### src/rtl/nlz_norm_pipe_if.sv
// Operand/result handshake bundle for nlz_norm_pipe: valid/ready on both sides
// plus the operand, mode, tag, flush and the normalised result fields.
interface nlz_norm_pipe_if #(
  parameter int WIDTH     = 32,
  parameter int TAG_WIDTH = 8
);
  localparam int CW = $clog2(WIDTH) + 1;

  logic                 I_Valid;
  logic                 O_Ready;
  logic [WIDTH-1:0]     I_Data;
  logic                 I_Mode;
  logic [TAG_WIDTH-1:0] I_Tag;
  logic                 I_Flush;
  logic                 O_Valid;
  logic                 I_Ready;
  logic [CW-1:0]        O_Num;
  logic [WIDTH-1:0]     O_Data;
  logic                 O_Zero;
  logic [TAG_WIDTH-1:0] O_Tag;

  modport slave (
    input  I_Valid, I_Data, I_Mode, I_Tag, I_Flush, I_Ready,
    output O_Ready, O_Valid, O_Num, O_Data, O_Zero, O_Tag
  );

  modport master (
    output I_Valid, I_Data, I_Mode, I_Tag, I_Flush, I_Ready,
    input  O_Ready, O_Valid, O_Num, O_Data, O_Zero, O_Tag
  );
endinterface

### src/rtl/nlz_norm_pipe.sv
// Two-stage leading-zero / redundant-sign-bit counter with left normaliser.
// Stage 1 counts with a leaf-and-merge tree, stage 2 shifts by the registered count.
module nlz_norm_pipe #(
  parameter int WIDTH     = 32,
  parameter int TAG_WIDTH = 8
) (
  input  logic           clock,
  input  logic           reset,
  nlz_norm_pipe_if.slave bus
);
  localparam int CW     = $clog2(WIDTH) + 1;
  localparam int LEAVES = WIDTH / 8;
  localparam int LVLS   = $clog2(LEAVES);

  function automatic logic [2:0] leaf_lzc(input logic [7:0] b);
    logic [2:0] n;
    n = 3'd0;
    for (int i = 0; i < 8; i++) begin
      if (b[i]) n = 3'(7 - i);
    end
    return n;
  endfunction

  // Leaf 0 holds the MSB byte; each merge prefers the upper (more significant) half.
  function automatic logic [CW-1:0] lzc_tree(input logic [WIDTH-1:0] v);
    logic [CW-1:0] cnt [LEAVES];
    logic          hit [LEAVES];
    logic [7:0]    byte_v;
    for (int j = 0; j < LEAVES; j++) begin
      byte_v = v[WIDTH-1-8*j -: 8];
      hit[j] = |byte_v;
      cnt[j] = CW'(leaf_lzc(byte_v));
    end
    for (int k = 0; k < LVLS; k++) begin
      for (int j = 0; j < LEAVES / 2; j++) begin
        if (j < (LEAVES >> (k + 1))) begin
          if (hit[2*j]) cnt[j] = cnt[2*j];
          else          cnt[j] = cnt[2*j+1] | (CW'(1) << (3 + k));
          hit[j] = hit[2*j] | hit[2*j+1];
        end
      end
    end
    return hit[0] ? cnt[0] : CW'(WIDTH);
  endfunction

  function automatic logic [WIDTH-1:0] shl_log(input logic [WIDTH-1:0] v,
                                               input logic [CW-1:0]    s);
    logic [WIDTH-1:0] x;
    x = v;
    for (int i = 0; i < CW; i++) begin
      if (s[i]) x = x << (1 << i);
    end
    return x;
  endfunction

  logic                 vld_p1_q, vld_p1_d, vld_p2_q, vld_p2_d;
  logic [WIDTH-1:0]     data_p1_q, data_p1_d, data_p2_q, data_p2_d;
  logic [CW-1:0]        num_p1_q, num_p1_d, num_p2_q, num_p2_d;
  logic                 zero_p1_q, zero_p1_d, zero_p2_q, zero_p2_d;
  logic [TAG_WIDTH-1:0] tag_p1_q, tag_p1_d, tag_p2_q, tag_p2_d;
  logic                 adv_p1, adv_p2, acc_p0, load_p1, load_p2;
  logic [WIDTH-1:0]     scan_p0;

  // Stage 0 -> 1: handshake and count
  always_comb begin
    adv_p2  = !vld_p2_q || bus.I_Ready;
    adv_p1  = !vld_p1_q || adv_p2;
    acc_p0  = bus.I_Valid && adv_p1;
    load_p1 = acc_p0 && !bus.I_Flush;
    load_p2 = adv_p2 && vld_p1_q && !bus.I_Flush;

    vld_p1_d = vld_p1_q;
    vld_p2_d = vld_p2_q;
    if (bus.I_Flush) begin
      vld_p1_d = 1'b0;
      vld_p2_d = 1'b0;
    end else begin
      if (adv_p2) vld_p2_d = vld_p1_q;
      if (adv_p1) vld_p1_d = acc_p0;
    end

    // Sign-bit mode: a 1 marks each place where adjacent bits differ; the
    // trailing 1 caps the count at WIDTH-1 for uniform operands.
    scan_p0 = bus.I_Mode ? {bus.I_Data[WIDTH-1:1] ^ bus.I_Data[WIDTH-2:0], 1'b1}
                         : bus.I_Data;

    data_p1_d = data_p1_q;
    num_p1_d  = num_p1_q;
    zero_p1_d = zero_p1_q;
    tag_p1_d  = tag_p1_q;
    if (load_p1) begin
      data_p1_d = bus.I_Data;
      num_p1_d  = lzc_tree(scan_p0);
      zero_p1_d = ~|bus.I_Data;
      tag_p1_d  = bus.I_Tag;
    end

    data_p2_d = data_p2_q;
    num_p2_d  = num_p2_q;
    zero_p2_d = zero_p2_q;
    tag_p2_d  = tag_p2_q;
    if (load_p2) begin
      data_p2_d = shl_log(data_p1_q, num_p1_q);
      num_p2_d  = num_p1_q;
      zero_p2_d = zero_p1_q;
      tag_p2_d  = tag_p1_q;
    end
  end

  always_ff @(posedge clock or negedge reset) begin
    if (!reset) begin
      vld_p1_q <= 1'b0;
      vld_p2_q <= 1'b0;
    end else begin
      vld_p1_q <= vld_p1_d;
      vld_p2_q <= vld_p2_d;
    end
  end

  always_ff @(posedge clock) begin
    data_p1_q <= data_p1_d;
    num_p1_q  <= num_p1_d;
    zero_p1_q <= zero_p1_d;
    tag_p1_q  <= tag_p1_d;
  end

  // Stage 1 -> 2: shifted result; cleared by reset so idle outputs read zero
  always_ff @(posedge clock or negedge reset) begin
    if (!reset) begin
      data_p2_q <= '0;
      num_p2_q  <= '0;
      zero_p2_q <= 1'b0;
      tag_p2_q  <= '0;
    end else begin
      data_p2_q <= data_p2_d;
      num_p2_q  <= num_p2_d;
      zero_p2_q <= zero_p2_d;
      tag_p2_q  <= tag_p2_d;
    end
  end

  assign bus.O_Ready = adv_p1;
  assign bus.O_Valid = vld_p2_q;
  assign bus.O_Data  = data_p2_q;
  assign bus.O_Num   = num_p2_q;
  assign bus.O_Zero  = zero_p2_q;
  assign bus.O_Tag   = tag_p2_q;
endmodule

### src/flat_wrapper.sv
// flat-port wrapper written by rule: the top's interface ports become plain ports
module nlz_norm_pipe_flat 
#(
  parameter int WIDTH     = 32,
  parameter int TAG_WIDTH = 8
)
  (clock, reset, bus_I_Valid, bus_I_Data, bus_I_Mode, bus_I_Tag, bus_I_Flush, bus_I_Ready, bus_O_Ready, bus_O_Valid, bus_O_Num, bus_O_Data, bus_O_Zero, bus_O_Tag);
  nlz_norm_pipe_if #(.WIDTH(WIDTH), .TAG_WIDTH(TAG_WIDTH)) bus_i ();
  input  logic clock;
  input  logic reset;
  input wire logic [$bits(bus_i.I_Valid)-1:0] bus_I_Valid;
  input wire logic [$bits(bus_i.I_Data)-1:0] bus_I_Data;
  input wire logic [$bits(bus_i.I_Mode)-1:0] bus_I_Mode;
  input wire logic [$bits(bus_i.I_Tag)-1:0] bus_I_Tag;
  input wire logic [$bits(bus_i.I_Flush)-1:0] bus_I_Flush;
  input wire logic [$bits(bus_i.I_Ready)-1:0] bus_I_Ready;
  output wire logic [$bits(bus_i.O_Ready)-1:0] bus_O_Ready;
  output wire logic [$bits(bus_i.O_Valid)-1:0] bus_O_Valid;
  output wire logic [$bits(bus_i.O_Num)-1:0] bus_O_Num;
  output wire logic [$bits(bus_i.O_Data)-1:0] bus_O_Data;
  output wire logic [$bits(bus_i.O_Zero)-1:0] bus_O_Zero;
  output wire logic [$bits(bus_i.O_Tag)-1:0] bus_O_Tag;
  assign bus_i.I_Valid = bus_I_Valid;
  assign bus_i.I_Data = bus_I_Data;
  assign bus_i.I_Mode = bus_I_Mode;
  assign bus_i.I_Tag = bus_I_Tag;
  assign bus_i.I_Flush = bus_I_Flush;
  assign bus_i.I_Ready = bus_I_Ready;
  assign bus_O_Ready = bus_i.O_Ready;
  assign bus_O_Valid = bus_i.O_Valid;
  assign bus_O_Num = bus_i.O_Num;
  assign bus_O_Data = bus_i.O_Data;
  assign bus_O_Zero = bus_i.O_Zero;
  assign bus_O_Tag = bus_i.O_Tag;
  nlz_norm_pipe #(.WIDTH(WIDTH), .TAG_WIDTH(TAG_WIDTH)) u_core (.clock(clock), .reset(reset), .bus(bus_i));
endmodule
### config.mk
export PLATFORM = sky130hd
export DESIGN_NAME = nlz_norm_pipe_flat
export DESIGN_NICKNAME = d
export VERILOG_FILES = /design/src/rtl/nlz_norm_pipe_if.sv /design/src/rtl/nlz_norm_pipe.sv /design/src/flat_wrapper.sv
export SDC_FILE = /design/constraint.sdc
export NUM_CORES = 1
export LEC_CHECK = 0
export CORE_MARGIN = 10
export CORE_UTILIZATION = 45
export DETAILED_ROUTE_END_ITERATION = 10
export GPL_ROUTABILITY_DRIVEN = 0
export PLACE_DENSITY_LB_ADDON = 0.15
export SETUP_SLACK_MARGIN = 0.3
export SKIP_LAST_GASP = 1
export SLEW_MARGIN = 15
export SYNTH_ARGS = -nofsm -noshare
export SYNTH_HDL_FRONTEND = slang
export SYNTH_SLANG_ARGS = --single-unit
export TNS_END_PERCENT = 1
### constraint.sdc
create_clock -name clock -period 2.4 [get_ports clock]
set_clock_uncertainty 0.05 [all_clocks]
set_input_delay 0.6 -clock clock [delete_from_list [all_inputs] [get_ports clock]]
set_output_delay 0.6 -clock clock [all_outputs]
set_load 0.005 [all_outputs]
==> flow_summary_export.csv, run 1 <==
group,metric,value,unit
synthesis,syn_inst,541,
setup_path,worst-r2r-cell-count,5,
flow_run,drv_cap,0,
timing,rsz0062_at_grt,"yes",
finish,drive_above_1_share,31.4,%
setup_path,required,2.43,ns
detailed_routing,drt-wirelength-per-cell,17.8,um
placed_design,port_buffers,94,
timing,hold_ws,0.187,ns
setup_path,rrSetupSlack,0.12,ns
timing,post-route-period-util,100,%
synthesis,yosys.area.top_type,"edfxtp_1",
detailed_routing,first_pass_iters,4,
clock_tree,cts_root_buffer,"clkbuf_16",
detailed_routing,viasPerCell,5.51,
floorplan,rows,41,
timing,slew_violations,0,
detailed_routing,drt_iter0_markers,344,
setup_path,arrival,2.43,ns
power_and_ir_drop,p_per_area,572,nW/um^2
timing,setup_viol,1,
clock_tree,clkLatencyLatePin,0.34,ns
floorplan,start_util,46.5,%
grt,antenna_found_initial,0,
clock_tree,cts_num_sinks,96,
setup_path,crit_path_max_fanout,2,
grt,grt_pass1_wl,25200,um
floorplan,die_y,135,um
hold_path,hold_path.class,"input port to async pin",
clock_tree,cts-buffers-inserted,9,
synthesis,syn_avg_cell_area,11.0,um^2
outcome,violations,"negative setup slack",
grt,grt_overflow,0,
outcome,outcome,"finished, violations left",
synthesis,synth_commonest_cells,"49 x dfrtp_1, 47 x edfxtp_1, 47 x inv_1, 47 x nand2_1, 31 x a21oi_1",
timing,setup-tns-final,-0.000568,ns
synthesis,yosys.cell_count.top_type,"dfrtp_1",
floorplan,core-area,12800,um^2
placed_design,dpl.hpwl,11900,um
synthesis,async_reset_ff_share,51.0,%
detailed_routing,routed_wl,15700,um
power_and_ir_drop,ir_drop,0.000316,V
synthesis,ys_types,62,
detailed_routing,route.detailed.drc,0,
floorplan,die-area,18200,um^2
clock_tree,cts_max_level,3,
finish,postLayoutCoreUtil,66.1,%
setup_path,crit_type,"input port to register",
clock_tree,cts_tree,"built",
synthesis,ys_warn_count,0,
timing,relSlewSlack,42.0,%
finish,stdcell_count,886,
timing,hold_viol,0,
setup_path,worst_setup_path_start_kind,"input port",
synthesis,synth_edf_count,47,
power_and_ir_drop,leakage,3.53,nW
setup_path,rr_startpoint,"u_core.num_p1_q[0]$_SDFFCE_PN0P_",
timing,fin_crit,2.40,ns
synthesis,yosys_most_used_dff,"dfrtp_1",
synthesis,ys_ff_latch,96,
timing,fmax,0.417,GHz
floorplan,boundaryPins,95,
grt,grt_usage,17.1,%
synthesis,seq_area_frac_synth,44.4,%
synthesis,synth_area_leaders,"edfxtp_1 24%, dfrtp_1 21%, mux4_2 11%, mux2_2 3.4%, ha_1 3.4%",
clock_tree,clkSlewWorstSetupHoldPaths,0.06,ns
synthesis,yosysTopAreaCellShare,23.7,%
detailed_routing,ant_nets,0,
setup_path,worst_setup_path_end_kind,"register",
finish,area_delta_synth_final,41.9,%
grt,grt_max_degree,50,
placed_design,dp_cells,864,
setup_path,reg2reg_to,"u_core.bus.O_Data[29]$_DFFE_PN0P_",
timing,tightest_slew,0.871,ns
grt,grt_pass1_vias,4889,
synthesis,synth_nets,603,
timing,setup_ws,-0.000568,ns
finish,fin_nets,770,
clock_tree,clk_path_buf_depth,2,
floorplan,die_w,135,um
detailed_routing,vias,4882,
synthesis,netlist_area,5950,um^2
==> cells by family after synthesis <==
kind of cell / Yosys count / synth area share (%)
compound gates: 131 / 14.9
xor+xnor: 13 / 1.91
fa+ha+maj: 16 / 3.37
flops: 96 / 44.4
mux: 65 / 17.6
buf+inv: 81 / 5.62
simple gates: 139 / 12.2
==> how the worst max path moves through the flow <==
stage / startpoint / to / cells past startpoint
5_1_grt: bus_I_Data[4] / u_core.num_p1_q[1]$_SDFFCE_PN0P_ / 9
2_1_floorplan: bus_I_Data[25] / u_core.num_p1_q[2]$_SDFFCE_PN0P_ / 8
4_1_cts: bus_I_Data[25] / u_core.num_p1_q[2]$_SDFFCE_PN0P_ / 10
3_5_place_dp: bus_I_Data[25] / u_core.num_p1_q[2]$_SDFFCE_PN0P_ / 10
3_3_place_gp: bus_I_Data[25] / u_core.num_p1_q[2]$_SDFFCE_PN0P_ / 10
6_report: bus_I_Data[4] / u_core.num_p1_q[1]$_SDFFCE_PN0P_ / 9
==> critical path, stage by stage <==
cell             delay [ns]
clkdlybuf4s50_1        0.50
inv_1                  0.07
ha_1                   0.31
inv_1                  0.07
a31oi_2                0.09
o31ai_1                0.35
a21boi_1               0.13
o21bai_1               0.20
a211oi_1               0.11
==> stage by stage <==
stage | instance area [um^2] | setup WS (ns) | total power [mW]
after floorplan | 5990 | -0.130 | 2.54
after global placement | 7720 | -0.801 | 3.18
after detailed placement | 7720 | -0.893 | 3.21
after CTS | 8240 | -0.121 | 4.81
after global routing | 8440 | -0.0431 | 5.07
final | 8440 | -0.000568 | 4.83
==> where the power goes <==
part	internal, mW	switching (mW)	total [mW]	leakage (nW)
Sequential	1.90	0.0998	2.00	1.07
Clock	0.974	0.596	1.57	0.159
Combinational	0.718	0.536	1.25	2.29
Total	3.59	1.23	4.83	3.53
==> sequential cells by signal, indices dropped and copies added, names as in the netlist <==
signal	cells
u_core.bus.O_Tag	8
u_core.bus.O_Data	32
u_core.bus.O_Valid	1
u_core.tag_p1_q	8
u_core.zero_p1_q	1
u_core.bus.O_Num	6
u_core.data_p1_q	32
u_core.num_p1_q	6
u_core.vld_p1_q	1
u_core.bus.O_Zero	1
==> routing by layer <==
layer  GRT usage [%]  part of all wire, %  up-vias
met3            2.97                  4.4       14
met5               0                    0        -
met1            21.8                   44     2381
met4            5.98                  1.8        0
met2            28.7                   50      110
li1                -                    -     2377
==> placed cells by master, fill, tap and decap left out, types with 4 or more instances in the layout <==
| cell type | instances |
|---|---|
| a211oi_1 | 9 |
| a21oi_1 | 31 |
| a221o_1 | 5 |
| a22o_1 | 10 |
| a22oi_1 | 4 |
| a31oi_1 | 6 |
| and2_1 | 5 |
| buf_12 | 5 |
| buf_4 | 86 |
| buf_6 | 5 |
| clkbuf_16 | 9 |
| clkdlybuf4s50_1 | 72 |
| dfrtp_1 | 49 |
| dlygate4sd2_1 | 9 |
| dlymetal6s2s_1 | 7 |
| edfxtp_1 | 47 |
| ha_1 | 7 |
| ha_4 | 9 |
| inv_1 | 32 |
| inv_2 | 14 |
| mux2_2 | 18 |
| mux2i_1 | 17 |
| mux4_2 | 30 |
| nand2_1 | 46 |
| nand4_1 | 7 |
| nor2_1 | 25 |
| nor2b_1 | 4 |
| nor3_1 | 14 |
| nor3_2 | 5 |
| nor4_1 | 4 |
| o21ai_0 | 26 |
| o21bai_1 | 4 |
| xnor2_1 | 5 |
==> what timing repair did <==
item                       in CTS  in global routing
buffers inserted                4                  1
pin swaps                      16                 18
gates resized for setup        53                 46
setup endpoints to repair      33                 50
hold buffers                    0                  0
==> cell type report <==
type | count | area, um^2
antenna | 1 | 2.50
clock buffer | 12 | 256
clock inverter | 4 | 76.3
fill | 982 | 4340
inverter | 48 | 195
multi-input combinational | 364 | 3330
sequential | 96 | 2640
tap | 172 | 215
timing repair buffer | 189 | 1720
(Power assumes the default switching activity.)
==> inputs of run 2 (changes only) <==
--- a/config.mk
+++ b/config.mk
@@ -5,6 +5,7 @@
 export SDC_FILE = /design/constraint.sdc
 export NUM_CORES = 1
 export LEC_CHECK = 0
+export CORE_ASPECT_RATIO = 0.7
 export CORE_MARGIN = 10
 export CORE_UTILIZATION = 45
 export DETAILED_ROUTE_END_ITERATION = 10
==> run 2 against run 1 <==
  * The flow still finishes with violations (negative setup slack)
  * Total power shrank 2.9%
  * Utilization fell by 0.77 points
  * Global-route usage up 1.9 points
  * Largest power group unchanged
==> flow_summary_export.csv, run 2 (same netlist as run 1, synthesis figures left out) <==
group,metric,value,unit
outcome,outcome,"finished, violations left",
outcome,violations,"negative setup slack",
detailed_routing,vias,5128,
grt,grt_overflow,0,
setup_path,crit_path_max_fanout,5,
flow_run,drv_cap,0,
detailed_routing,routed_wl,17000,um
clock_tree,clk_path_buf_depth,2,
setup_path,rrSetupSlack,0.03,ns
timing,setup_ws,-0.0290,ns
power_and_ir_drop,ir_drop,0.000423,V
grt,grt_usage,19.0,%
setup_path,worst-r2r-cell-count,7,
floorplan,die-area,18300,um^2
clock_tree,clkSlewWorstSetupHoldPaths,0.07,ns
setup_path,rr_startpoint,"u_core.num_p1_q[0]$_SDFFCE_PN0P_",
clock_tree,cts_root_buffer,"clkbuf_16",
detailed_routing,viasPerCell,5.76,
detailed_routing,drt-wirelength-per-cell,19.1,um
setup_path,reg2reg_to,"u_core.bus.O_Data[24]$_DFFE_PN0P_",
grt,grt_max_degree,60,
setup_path,crit_chain,"clkdlybuf4s15_2, buf_6, nor3_4, a31oi_4, or4_4, nand2b_4, or4_4, o31ai_1",
finish,stdcell_count,891,
setup_path,slowest_delay,0.56,ns
timing,tightest_slew,0.942,ns
timing,fmax,0.412,GHz
power_and_ir_drop,clock_power_share,29.5,%
clock_tree,cts_tree,"built",
finish,fin_nets,782,
power_and_ir_drop,leakage,3.54,nW
placed_design,dp_cells,866,
setup_path,arrival,2.55,ns
floorplan,rows,35,
timing,hold_ws,0.296,ns
finish,mostFrequentLayoutCells,"93 x buf_4, 69 x clkdlybuf4s50_1, 49 x dfrtp_1",
floorplan,start_util,45.6,%
power_and_ir_drop,cell_internal_pwr,3.41,mW
placed_design,port_buffers,94,
finish,drive_above_1_share,34.1,%
placed_design,dp_slack,-0.878,ns
detailed_routing,ant_nets,0,
timing,hold_viol,0,
clock_tree,clkLatencyLatePin,0.34,ns
clock_tree,cts_num_sinks,96,
finish,postLayoutCoreUtil,65.3,%
power_and_ir_drop,seqPwrFrac,42.8,%
floorplan,die_w,157,um
setup_path,required,2.53,ns
placed_design,dpl.hpwl,12700,um
grt,antenna_found_initial,0,
setup_path,worst_setup_path_end_kind,"register",
detailed_routing,first_pass_iters,4,
timing,post-route-period-util,101,%
timing,setup_viol,2,
floorplan,die_y,116,um
timing,rsz0062_at_grt,"yes",
power_and_ir_drop,p_switching,1.27,mW
timing,slew_violations,0,
grt,grt_pass1_vias,5209,
detailed_routing,route.detailed.drc,0,
power_and_ir_drop,p_per_area,550,nW/um^2
finish,area_delta_synth_final,43.3,%
clock_tree,ctsHoldBuffers,0,
floorplan,boundaryPins,95,
setup_path,crit_slowest_cell,"or4_4",
power_and_ir_drop,swShare,27.2,%
finish,layout_commonest_cell,"buf_4",
floorplan,core-area,13100,um^2
power_and_ir_drop,power.share.combinational,27.8,%
setup_path,crit_type,"input port to register",
timing,relSlewSlack,37.2,%
setup_path,worst_setup_path_start_kind,"input port",
setup_path,cp_common_cell,"or4_4",
clock_tree,cts_max_level,3,
power_and_ir_drop,total_power,4.69,mW
finish,diodes,0,
clock_tree,cts-buffers-inserted,9,
hold_path,hold_path.class,"input port to async pin",
detailed_routing,drt_iter0_markers,396,
timing,fin_crit,2.43,ns
grt,grt_pass1_wl,27600,um
run 2: critical path, delay by kind of cell:
kind | cells | cell delay [ns]
AOI/OAI and AO/OA | 2 | 0.13
and+or+nand+nor | 4 | 1.45
buffers and inverters | 2 | 0.37
run 2: repair_timing:
action,in CTS,in global routing
gates resized for setup,98,22
pin swaps,25,5
gates cloned,1,0
buffers inserted,8,0
endpoints found under the setup margin,39,53
run 2: worst max path at each step:
| stage | end | cells past startpoint | from |
|---|---|---|---|
| 2_1_floorplan | u_core.num_p1_q[2]$_SDFFCE_PN0P_ | 8 | bus_I_Data[25] |
| 3_3_place_gp | u_core.num_p1_q[2]$_SDFFCE_PN0P_ | 10 | bus_I_Data[25] |
| 3_5_place_dp | u_core.num_p1_q[2]$_SDFFCE_PN0P_ | 10 | bus_I_Data[25] |
| 4_1_cts | u_core.num_p1_q[2]$_SDFFCE_PN0P_ | 10 | bus_I_Data[25] |
| 5_1_grt | u_core.num_p1_q[2]$_SDFFCE_PN0P_ | 9 | bus_I_Data[20] |
| 6_report | u_core.num_p1_q[2]$_SDFFCE_PN0P_ | 8 | bus_I_Mode |
run 2: layout make-up:
cell class	count	area, um^2
fillers	1011	4530
multi-input cells	364	3370
flip-flops and latches	96	2640
repair buffers	201	1820
clock buffers	11	254
well taps	166	208
inverters	48	195
clock inverters	5	37.5
run 2: metal layers:
| layer | part of all wire (%) | track usage [%] | vias to the layer above |
|---|---|---|---|
| met4 | 1.4 | 4.47 | 0 |
| met3 | 8.0 | 5.08 | 20 |
| met2 | 46 | 29.1 | 178 |
| met1 | 45 | 26.4 | 2528 |
| li1 | - | - | 2402 |
| met5 | 0 | 0 | - |
run 2: power by group through the flow:
stage,sequential [mW],combinational (mW),clock [mW]
after floorplan,2.03,0.516,0
after global placement,2.03,1.18,0
after detailed placement,2.04,1.20,0
after CTS,2.01,1.28,1.41
after global routing,2.03,1.41,1.50
final,2.00,1.30,1.38
run 2: metrics by stage:
step	cell area, um^2	setup TNS, ns
floorplan	5990	-0.130
global placement	7780	-9.71
detailed placement	7780	-10.66
CTS	8410	0
global route	8520	-0.359
finish	8520	-0.0388
==> inputs of run 3 (changes only) <==
--- a/config.mk
+++ b/config.mk
@@ -7,9 +7,10 @@
 export LEC_CHECK = 0
 export CORE_ASPECT_RATIO = 0.7
 export CORE_MARGIN = 10
-export CORE_UTILIZATION = 45
+export CORE_UTILIZATION = 33
 export DETAILED_ROUTE_END_ITERATION = 10
 export GPL_ROUTABILITY_DRIVEN = 0
+export HOLD_SLACK_MARGIN = 0.02
 export PLACE_DENSITY_LB_ADDON = 0.15
 export SETUP_SLACK_MARGIN = 0.3
 export SKIP_LAST_GASP = 1
@@ -17,4 +18,3 @@
 export SYNTH_ARGS = -nofsm -noshare
 export SYNTH_HDL_FRONTEND = slang
 export SYNTH_SLANG_ARGS = --single-unit
-export TNS_END_PERCENT = 1
==> run 3 against run 2 <==
  * Global-route usage decreased by 3.8 points
  * Worst hold slack improved by 0.0032 ns
  * Final area increased by 12%
  * The flow now finishes without violations
  * First-iteration DRC count increased by 4.3%
  * Critical path depth increased by 2
  * Setup slack improved by 0.12 ns
  * Total power increased by 8.2%
  * Largest cell class unchanged
  * Sequential share of layout area decreased by 3.3 points
  * Utilization decreased by 10 points
  * Clock-buffer cell count unchanged
==> flow_summary_export.csv, run 3 (same netlist as run 1, synthesis figures left out) <==
group,metric,value,unit
outcome,outcome,"finished, final reports clean",
power_and_ir_drop,leakage,3.93,nW
power_and_ir_drop,cell_internal_pwr,3.70,mW
clock_tree,cts_root_buffer,"clkbuf_16",
setup_path,path_delay_family,"simple AND/OR/NAND/NOR gates",
floorplan,boundaryPins,95,
setup_path,reg2reg_to,"u_core.bus.O_Data[29]$_DFFE_PN0P_",
clock_tree,cts_tree,"built",
hold_path,hold_path.class,"input port to async pin",
grt,grt_pass1_vias,5468,
setup_path,crit_path_max_fanout,3,
finish,drive_above_1_share,48.8,%
grt,grt_pass1_wl,29800,um
floorplan,start_util,34.1,%
setup_path,slowest_delay,0.43,ns
timing,fmax,0.432,GHz
detailed_routing,route.detailed.drc,0,
grt,grt_max_degree,50,
clock_tree,cts-buffers-inserted,9,
detailed_routing,viasPerCell,5.36,
detailed_routing,drt_iter0_markers,413,
finish,fin_nets,838,
grt,antenna_found_initial,0,
timing,slew_violations,0,
power_and_ir_drop,swShare,27.1,%
setup_path,arrival,2.44,ns
placed_design,dp_cells,935,
timing,rsz0062_at_grt,"yes",
timing,relSlewSlack,36.7,%
clock_tree,cts_max_level,3,
setup_path,required,2.53,ns
finish,postLayoutCoreUtil,54.8,%
floorplan,rows,40,
floorplan,die_y,132,um
finish,layout_commonest_cell,"buf_4",
power_and_ir_drop,power.share.combinational,30.3,%
setup_path,crit_buf_inv,3,
setup_path,rr_startpoint,"u_core.num_p1_q[0]$_SDFFCE_PN0P_",
detailed_routing,first_pass_iters,7,
power_and_ir_drop,seqPwrFrac,39.7,%
timing,post-route-period-util,96.4,%
flow_run,drv_cap,0,
setup_path,worst-r2r-cell-count,8,
power_and_ir_drop,ir_drop,0.000331,V
finish,area_delta_synth_final,60.6,%
floorplan,die-area,23900,um^2
floorplan,core-area,17400,um^2
setup_path,cp_num_cells,10,
timing,hold_ws,0.299,ns
grt,grt_overflow,0,
setup_path,crit_slowest_cell,"or4_4",
setup_path,worst_setup_path_start_kind,"input port",
setup_path,crit_chain,"buf_6, buf_6, inv_12, ha_4, nor4b_4, nor3_2, or4_4, nand2b_4, or4_4, o31ai_2",
finish,fillers,1485,
detailed_routing,routed_wl,19200,um
detailed_routing,vias,5426,
timing,tightest_slew,0.950,ns
power_and_ir_drop,p_switching,1.38,mW
setup_path,rrSetupSlack,0.12,ns
setup_path,crit_type,"input port to register",
clock_tree,cts_num_sinks,96,
clock_tree,clkLatencyLatePin,0.34,ns
clock_tree,clk_path_buf_depth,2,
power_and_ir_drop,p_per_area,531,nW/um^2
finish,diodes,0,
timing,hold_viol,0,
finish,stdcell_count,1012,
clock_tree,clkSlewWorstSetupHoldPaths,0.07,ns
detailed_routing,drt-wirelength-per-cell,19.0,um
grt,grt_usage,15.2,%
clock_tree,ctsHoldBuffers,0,
timing,setup_viol,0,
floorplan,die_w,180,um
setup_path,worst_setup_path_end_kind,"register",
detailed_routing,ant_nets,0,
power_and_ir_drop,clock_power_share,30.1,%
placed_design,dpl.hpwl,13700,um
timing,fin_crit,2.31,ns
placed_design,port_buffers,94,
finish,mostFrequentLayoutCells,"126 x buf_4, 58 x clkdlybuf4s50_1, 49 x dfrtp_1",
-- run 3: cell types whose count changed in the layout (fill, tap and decap cells not counted), moves of 7 or more --
cell	before	now
a21oi_1	30	22
buf_4	93	126
buf_6	9	29
clkdlybuf4s50_1	69	58
inv_1	31	22
inv_2	15	23
mux2i_1	17	4
mux2i_2	0	8
nand2_1	46	39
o21ai_0	27	18
-- run 3: how the worst max path moves through the flow --
stage | from | end | slack [ns]
final | bus_I_Data[25] | u_core.num_p1_q[2]$_SDFFCE_PN0P_ | 0.09
after global routing | bus_I_Data[31] | u_core.num_p1_q[2]$_SDFFCE_PN0P_ | 0.05
after CTS | bus_I_Data[25] | u_core.num_p1_q[2]$_SDFFCE_PN0P_ | 0.02
after detailed placement | bus_I_Data[25] | u_core.num_p1_q[2]$_SDFFCE_PN0P_ | -0.84
after global placement | bus_I_Data[25] | u_core.num_p1_q[2]$_SDFFCE_PN0P_ | -0.82
after floorplan | bus_I_Data[25] | u_core.num_p1_q[2]$_SDFFCE_PN0P_ | -0.13
-- run 3: layout make-up --
cell class / instances / area [um^2] / share of cell area, %
Clock buffer: 11 / 264 / 2.76
Sequential cell: 96 / 2640 / 27.6
Inverter: 48 / 198 / 2.07
Tap cell: 231 / 289 / 3.03
Clock inverter: 5 / 58.8 / 0.616
Multi-Input combinational cell: 364 / 3740 / 39.2
Timing Repair Buffer: 257 / 2360 / 24.7
-- run 3: power by group through the flow --
stage	clock, mW	sequential, mW	combinational [mW]
after detailed placement	0	2.04	1.21
after global routing	1.62	2.03	1.66
after floorplan	0	2.03	0.528
after CTS	1.56	2.01	1.42
final	1.52	2.01	1.54
after global placement	0	2.04	1.20
-- run 3: per-stage QoR --
step                      cell area [um^2]  setup slack [ns]  total power [mW]  TNS [ns]
after floorplan                       6060            -0.130              2.55    -0.130
after global placement                7870            -0.819              3.23     -9.61
after detailed placement              7870            -0.841              3.25    -10.22
after CTS                             9090            0.0236              4.99         0
after global routing                  9550            0.0505              5.31         0
final                                 9550            0.0866              5.07         0
-- run 3: worst reg2reg max path, stage by stage (launching register included) --
cell      delay (ns)
edfxtp_1        0.39
buf_6           0.16
buf_12          0.14
buf_4           0.14
mux2i_2         0.26
nor2_2          0.13
mux2_2          0.32
mux2_4          0.29
a221o_1         0.29
-- run 3: timing repair --
action                                  in CTS  in global routing
resized for setup                          200                 87
endpoints found under the setup margin      48                 33
buffers inserted                            39                 18
gates cloned                                 3                  1
pin swaps                                   57                 42
-- run 3: routing by layer --
| metal | wire, um | share of wire [%] | global-route usage [%] | up-vias |
|---|---|---|---|---|
| li1 | - | - | - | 2520 |
| met1 | 8860 | 46 | 20.8 | 2681 |
| met2 | 8740 | 46 | 23.4 | 207 |
| met3 | 1470 | 7.6 | 4.53 | 18 |
| met4 | 125 | 0.65 | 2.27 | 0 |
| met5 | 0 | 0 | 0 | - |
